File: config.mk
export PLATFORM = sky130hd
export DESIGN_NAME = control_estacionamiento_n
export DESIGN_NICKNAME = d
export VERILOG_FILES = /design/src/rtl/estacionamiento_pkg.sv /design/src/rtl/control_estacionamiento_n_fsm_carril.sv /design/src/rtl/control_estacionamiento_n.sv
export SDC_FILE = /design/constraint.sdc
export NUM_CORES = 1
export LEC_CHECK = 0
export CORE_MARGIN = 2
export CORE_UTILIZATION = 63
export CTS_BUF_LIST = sky130_fd_sc_hd__clkbuf_16
export DETAILED_ROUTE_END_ITERATION = 12
export HOLD_SLACK_MARGIN = 0.03
export PLACE_DENSITY = 0.81
export SKIP_LAST_GASP = 1
export SLEW_MARGIN = 20
export SYNTH_ARGS = -nofsm -noshare
export SYNTH_HDL_FRONTEND = slang
export SYNTH_SLANG_ARGS = --single-unit
File: constraint.sdc
create_clock -name clk -period 5.1 [get_ports clk]
set_input_delay 0.765 -clock clk [delete_from_list [all_inputs] [get_ports clk]]
set_output_delay 0.765 -clock clk [all_outputs]
set_load 0.02 [all_outputs]
File: src/rtl/estacionamiento_pkg.sv
// Shared definitions for the multi-lane parking counter: lane FSM state codes and sensor codes.
package estacionamiento_pkg;

    typedef logic [2:0] estado_t;

    localparam estado_t IDLE = 3'd0;
    localparam estado_t E_A  = 3'd1;
    localparam estado_t E_AB = 3'd2;
    localparam estado_t E_B  = 3'd3;
    localparam estado_t S_B  = 3'd4;
    localparam estado_t S_BA = 3'd5;
    localparam estado_t S_A  = 3'd6;

    // Sensor codes are {a, b}, 1 = beam blocked.
    localparam logic [1:0] COD_LIBRE = 2'b00;
    localparam logic [1:0] COD_A     = 2'b10;
    localparam logic [1:0] COD_B     = 2'b01;
    localparam logic [1:0] COD_AB    = 2'b11;

endpackage

File: src/rtl/control_estacionamiento_n_fsm_carril.sv
// One lane's a/b sensor-sequence recogniser producing registered entry/exit pulses.
// ALARMA_SECUENCIA_EN adds a registered pulse on every invalid two-bit jump.
module fsm_carril
    import estacionamiento_pkg::*;
(
    input  logic clk,
    input  logic rst,
    input  logic a,
    input  logic b,
    output logic entrada,
    output logic salida
`ifdef ALARMA_SECUENCIA_EN
    ,
    output logic invalido
`endif
);

    logic [1:0] codigo;
    estado_t    estado_q, estado_d;
    logic       entrada_q, entrada_d;
    logic       salida_q, salida_d;
    logic       invalido_d;

    assign codigo = {a, b};

    // Each state accepts hold, one step forward and one step back; anything else is invalid.
    always_comb begin
        estado_d   = estado_q;
        entrada_d  = 1'b0;
        salida_d   = 1'b0;
        invalido_d = 1'b0;
        case (estado_q)
            IDLE: case (codigo)
                COD_LIBRE: ;
                COD_A:     estado_d = E_A;
                COD_B:     estado_d = S_B;
                default:   invalido_d = 1'b1;
            endcase
            E_A: case (codigo)
                COD_A:     ;
                COD_AB:    estado_d = E_AB;
                COD_LIBRE: estado_d = IDLE;
                default:   invalido_d = 1'b1;
            endcase
            E_AB: case (codigo)
                COD_AB:    ;
                COD_B:     estado_d = E_B;
                COD_A:     estado_d = E_A;
                default:   invalido_d = 1'b1;
            endcase
            E_B: case (codigo)
                COD_B:     ;
                COD_LIBRE: begin
                    estado_d  = IDLE;
                    entrada_d = 1'b1;
                end
                COD_AB:    estado_d = E_AB;
                default:   invalido_d = 1'b1;
            endcase
            S_B: case (codigo)
                COD_B:     ;
                COD_AB:    estado_d = S_BA;
                COD_LIBRE: estado_d = IDLE;
                default:   invalido_d = 1'b1;
            endcase
            S_BA: case (codigo)
                COD_AB:    ;
                COD_A:     estado_d = S_A;
                COD_B:     estado_d = S_B;
                default:   invalido_d = 1'b1;
            endcase
            S_A: case (codigo)
                COD_A:     ;
                COD_LIBRE: begin
                    estado_d = IDLE;
                    salida_d = 1'b1;
                end
                COD_AB:    estado_d = S_BA;
                default:   invalido_d = 1'b1;
            endcase
            default: estado_d = IDLE;
        endcase
        if (invalido_d) estado_d = IDLE;
    end

    always_ff @(posedge clk) begin
        if (rst) begin
            estado_q  <= IDLE;
            entrada_q <= 1'b0;
            salida_q  <= 1'b0;
        end else begin
            estado_q  <= estado_d;
            entrada_q <= entrada_d;
            salida_q  <= salida_d;
        end
    end

    assign entrada = entrada_q;
    assign salida  = salida_q;

`ifdef ALARMA_SECUENCIA_EN
    logic invalido_q;

    always_ff @(posedge clk) begin
        if (rst) invalido_q <= 1'b0;
        else     invalido_q <= invalido_d;
    end

    assign invalido = invalido_q;
`endif

endmodule

File: src/rtl/control_estacionamiento_n.sv
// N-lane parking occupancy counter with saturating shared count and blinking full indicator.
// ALARMA_SECUENCIA_EN adds sticky sequence-error outputs alarma / alarma_carril.
module control_estacionamiento_n
    import estacionamiento_pkg::*;
#(
    parameter int N_CARRILES   = 2,
    parameter int CAPACIDAD    = 7,
    parameter int CLK_FREQ     = 12000000,
    parameter int BLINK_CYCLES = CLK_FREQ * 2
) (
    input  logic                               clk,
    input  logic                               rst,
    input  logic [N_CARRILES-1:0]              a,
    input  logic [N_CARRILES-1:0]              b,
    output logic [$clog2(CAPACIDAD+1)-1:0]     ocupacion,
    output logic                               lleno,
    output logic                               vacio,
    output logic                               led_lleno,
    output logic                               rechazo
`ifdef ALARMA_SECUENCIA_EN
    ,
    output logic                               alarma,
    output logic [N_CARRILES-1:0]              alarma_carril
`endif
);

    localparam int W  = $clog2(CAPACIDAD + 1);
    localparam int NW = W + 4;
    localparam int BW = (BLINK_CYCLES > 1) ? $clog2(BLINK_CYCLES) : 1;
    localparam logic [BW-1:0]        BLINK_MAX = BW'(BLINK_CYCLES - 1);
    localparam logic signed [NW-1:0] CAP_S     = NW'(CAPACIDAD);

    logic [N_CARRILES-1:0] entrada, salida;
    logic signed [NW-1:0]  net, suma;
    logic [W-1:0]          ocup_q, ocup_d;
    logic                  rechazo_q, rechazo_d;
    logic [BW-1:0]         blink_q;
    logic                  led_q;

`ifdef ALARMA_SECUENCIA_EN
    logic [N_CARRILES-1:0] invalido;
    logic [N_CARRILES-1:0] alarma_q;
`endif

    for (genvar i = 0; i < N_CARRILES; i++) begin : g_carril
        fsm_carril u_fsm (
            .clk     (clk),
            .rst     (rst),
            .a       (a[i]),
            .b       (b[i]),
            .entrada (entrada[i]),
            .salida  (salida[i])
`ifdef ALARMA_SECUENCIA_EN
            ,
            .invalido(invalido[i])
`endif
        );
    end

    // Net change summed across all lanes, then clamped; a partial clamp still flags rechazo.
    always_comb begin
        net = '0;
        for (int i = 0; i < N_CARRILES; i++) begin
            net = net + $signed(NW'(entrada[i])) - $signed(NW'(salida[i]));
        end
        suma      = $signed({4'b0000, ocup_q}) + net;
        rechazo_d = 1'b0;
        if (suma < 0) begin
            ocup_d    = '0;
            rechazo_d = 1'b1;
        end else if (suma > CAP_S) begin
            ocup_d    = W'(CAPACIDAD);
            rechazo_d = 1'b1;
        end else begin
            ocup_d = suma[W-1:0];
        end
    end

    always_ff @(posedge clk) begin
        if (rst) begin
            ocup_q    <= '0;
            rechazo_q <= 1'b0;
            blink_q   <= '0;
            led_q     <= 1'b0;
        end else begin
            ocup_q    <= ocup_d;
            rechazo_q <= rechazo_d;
            if (lleno) begin
                if (blink_q == BLINK_MAX) begin
                    blink_q <= '0;
                    led_q   <= ~led_q;
                end else begin
                    blink_q <= blink_q + 1'b1;
                end
            end else begin
                blink_q <= '0;
                led_q   <= 1'b0;
            end
        end
    end

    assign ocupacion = ocup_q;
    assign lleno     = (ocup_q == W'(CAPACIDAD));
    assign vacio     = (ocup_q == '0);
    // Masked so the indicator drops in the same cycle the lot stops being full.
    assign led_lleno = led_q & lleno;
    assign rechazo   = rechazo_q;

`ifdef ALARMA_SECUENCIA_EN
    always_ff @(posedge clk) begin
        if (rst) alarma_q <= '0;
        else     alarma_q <= alarma_q | invalido;
    end

    assign alarma_carril = alarma_q;
    assign alarma        = |alarma_q;
`endif

endmodule

==> results.py <==
metrics = {
    "run_status": {
        "status": "finished, final reports clean",
    },
    "worst_hold_path": {
        "hold_path.startpoint": "led_q",
        "hold_path_class": "reg -> reg",
        "hold_path_depth": 2,
        "holdPathEnd": "led_q",
    },
    "logic_synthesis": {
        "ys_top_cells_by_count": "dfxtp_1, inv_1, nor3_1",
        "synth.top_cell.area_share": 0.3816,
        "synthesis.area_um2": 2098,
        "synth_seq_area_share": 0.3816,
        "synthArstFlopShare": 0,
        "ys_seq_elements": 40,
        "syn_area_per_cell_um2": 8.967,
        "synth.area.top_cells": "dfxtp_1, ha_1, xnor2_1",
        "synth_cell_types": 43,
        "synth_enable_flop_cells": 0,
        "yosysMostFrequentCell": "dfxtp_1",
        "yosysTopAreaCell": "dfxtp_1",
        "ys.flop_type": "dfxtp_1",
        "ys_warn_count": 0,
        "synth_nets": 250,
        "synth_cells": 234,
    },
    "cells_and_area": {
        "drive_above_1_share": 0.06452,
        "synthToLayoutAreaGrowth_pct": 13.89,
        "layout.nets": 263,
        "antenna_cells": 0,
        "n_fill_cell": 233,
        "final_cells": 292,
    },
    "worst_setup_path": {
        "crit_buf_inv": 1,
        "crit_type": "reg -> out",
        "worst_ep_required_time_ns": 4.34,
        "cp_max_fo": 6,
        "slowest_delay_ns": 0.59,
        "r2r_cells": 5,
        "r2r-start": "blink_q[0]",
        "r2r_slack_ns": 2.84,
        "path_cells": "and3_1 > and2_1 > clkdlybuf4s50_1",
        "slowest_stage": "clkdlybuf4s50_1",
        "critPathTopFamily": "buffers and inverters",
        "cp-end-kind": "output port",
        "arrival_ns": 1.65,
        "cp-start-kind": "flop",
        "rr_endpoint": "blink_q[11]",
    },
    "routing": {
        "top_layer": "met4",
        "firstDrtPassIters": 6,
        "met1_length_mm": 1.866,
        "post_drt_wl_per_cell_um": 14.49,
        "drt_iter0_markers": 156,
        "ant_nets": 0,
        "wl_met2_mm": 2.100,
        "vias_per_cell": 6.308,
        "drcViolationCount": 0,
        "met3_length_um": 193,
        "route.vias.total": 1842,
        "drt_wl_total_mm": 4.231,
    },
    "clock_network": {
        "cts_setup_buffers": 0,
        "ctsResizeCount": 0,
        "numCtsBuffers": 5,
        "cts.sinks": 40,
        "hold_buffers": 0,
        "clk_pin_slew_ns": 0.05,
        "cts_root_buf": "clkbuf_16",
        "cts_tree": "yes",
        "clkLatencyLatePin_ns": 0.28,
        "htreeDepth": 2,
        "cts.path.max_buffers": 2,
    },
    "timing": {
        "final.setup.worst_slack_ns": 2.687,
        "finalHoldViolCount": 0,
        "tns_ns": 0,
        "fin_crit_ns": 2.413,
        "slew_violations": 0,
        "timing_worst_slew_pin_value_ns": 0.8217,
        "setup_violations": 0,
        "relSlewSlack": 0.4516,
        "finClkSkew_ns": 0.005455,
        "finalCritPeriodShare": 0.4731,
        "grt_setup_unrepaired": "false",
        "fmax_mhz": 414.5,
    },
    "global_routing": {
        "grt_max_degree": 28,
        "grt_usage": 0.2435,
        "antenna_found_initial": 0,
        "grt_overflow": 0,
        "grt_pass1_vias": 1563,
        "grt_pass1_wl_mm": 6.810,
    },
    "place": {
        "place_congestion": 0.7747,
        "dp_cells": 283,
        "dp_hpwl_mm": 2.773,
        "port_buffers": 12,
        "post-place-ws_ns": 2.000,
    },
    "power": {
        "p_sw_frac": 0.2841,
        "peakVddDrop_v": 0.0002253,
        "p_int_uw": 608.5,
        "power_frac_seq": 0.410,
        "p_leak_nw": 0.7129,
        "pwr-share-comb": 0.246,
        "p_sw_uw": 241.5,
        "power.total_uw": 849.9,
        "clockPowerShare": 0.344,
        "power_density_nw_per_um2": 355.7,
    },
    "flow_run": {
        "maxCapViolCount": 0,
    },
    "floorplan": {
        "dieWidth_um": 61.71,
        "die_area_um2": 3808,
        "die_h_um": 61.71,
        "io_pins": 13,
        "num_rows": 20,
        "core_um2": 3103,
        "start_util": 0.6762,
    },
}
power by group through the flow:
stage	sequential [mW]	combinational, mW	clock (mW)
2_1_floorplan	0.369	0.121	0
3_3_place_gp	0.354	0.197	0
3_5_place_dp	0.355	0.205	0
4_1_cts	0.349	0.211	0.294
5_1_grt	0.351	0.233	0.310
6_report	0.348	0.209	0.293
flip-flops by register name, indices dropped and copies added, names as in the netlist:
register / cells
g_carril.u_fsm.entrada: 2
g_carril.u_fsm.estado_q: 6
led_q: 1
blink_q: 25
rechazo: 1
ocupacion: 3
g_carril.u_fsm.salida: 2
per-stage QoR:
stage	instance area, µm²	hold WS (ns)	util
detailed placement	2240	0.4702	0.7218
floorplan	2098	0.4536	-
global route	2390	0.5333	0.7702
CTS	2379	0.4774	0.7665
finish	2390	0.4778	0.7702
global placement	2237	0.4633	0.7210
worst max path at each step:
stage / start / slack [ns] / cells past startpoint / to
after floorplan: ocupacion[1] / 3.11 / 8 / ocupacion[0]
after global placement: rst / 2.10 / 4 / blink_q[24]
after detailed placement: rst / 2.00 / 3 / blink_q[19]
after CTS: rst / 2.27 / 3 / blink_q[22]
after global routing: ocupacion[2] / 2.59 / 3 / led_lleno
final: ocupacion[2] / 2.69 / 3 / led_lleno
cell type report:
| type | instances | area, µm² | share of cell area |
|---|---|---|---|
| Clock buffer | 5 | 125.1 | 0.05236 |
| Sequential cell | 40 | 800.8 | 0.3351 |
| Multi-Input combinational cell | 168 | 1192 | 0.4990 |
| Tap cell | 44 | 55.05 | 0.02304 |
| Inverter | 19 | 71.32 | 0.02984 |
| Clock inverter | 3 | 13.76 | 0.005759 |
| Timing Repair Buffer | 13 | 131.4 | 0.05497 |
cell families (layout without fill, tap and decap cells):
group / after synthesis / count (layout) / synth area share
buffers and inverters: 26 / 40 / 0.05128
flip-flops: 40 / 40 / 0.3816
AO/OA/AOI/OAI: 46 / 46 / 0.1479
multiplexers: 1 / 1 / 0.004771
XOR/XNOR: 12 / 12 / 0.05009
AND/OR/NAND/NOR: 99 / 99 / 0.2940
adder cells (fa/ha/maj): 10 / 10 / 0.07036
metal layers:
layer  track usage  up-vias
met5             0        -
met4       0.08207        0
met3       0.06832        9
met2        0.4015       67
met1        0.3085      862
li1              -      904
worst reg2reg max path, cell delays in order (launching register included):
cell     delay (ns)
dfxtp_1        0.41
ha_1           0.28
nand3_1        0.16
or3_1          0.44
nor2_2         0.69
nor3_1         0.13
cell usage in the layout, fill, tap and decap left out, drive strengths merged:
cell,instances
and3,2
a41oi,2
a32oi,2
nor3b,5
o21a,1
clkinv,3
or4,7
fa,3
nand2,11
buf,1
inv,19
and2,1
clkdlybuf4s50,12
nand4b,1
mux2i,1
o31ai,8
a211oi,8
nand3b,2
nor4,5
nor4b,3
nor4bb,2
a31oi,7
clkbuf,5
dfxtp,40
nor3,15
nand4,7
o21ai,10
a21oi,5
nand3,8
a31o,1
nand2b,6
o32a,2
ha,7
nor2b,1
xnor2,10
and4,3
xor2,2
nor2,11
or3,9
No activity file was read; power rests on OpenSTA's default activity.
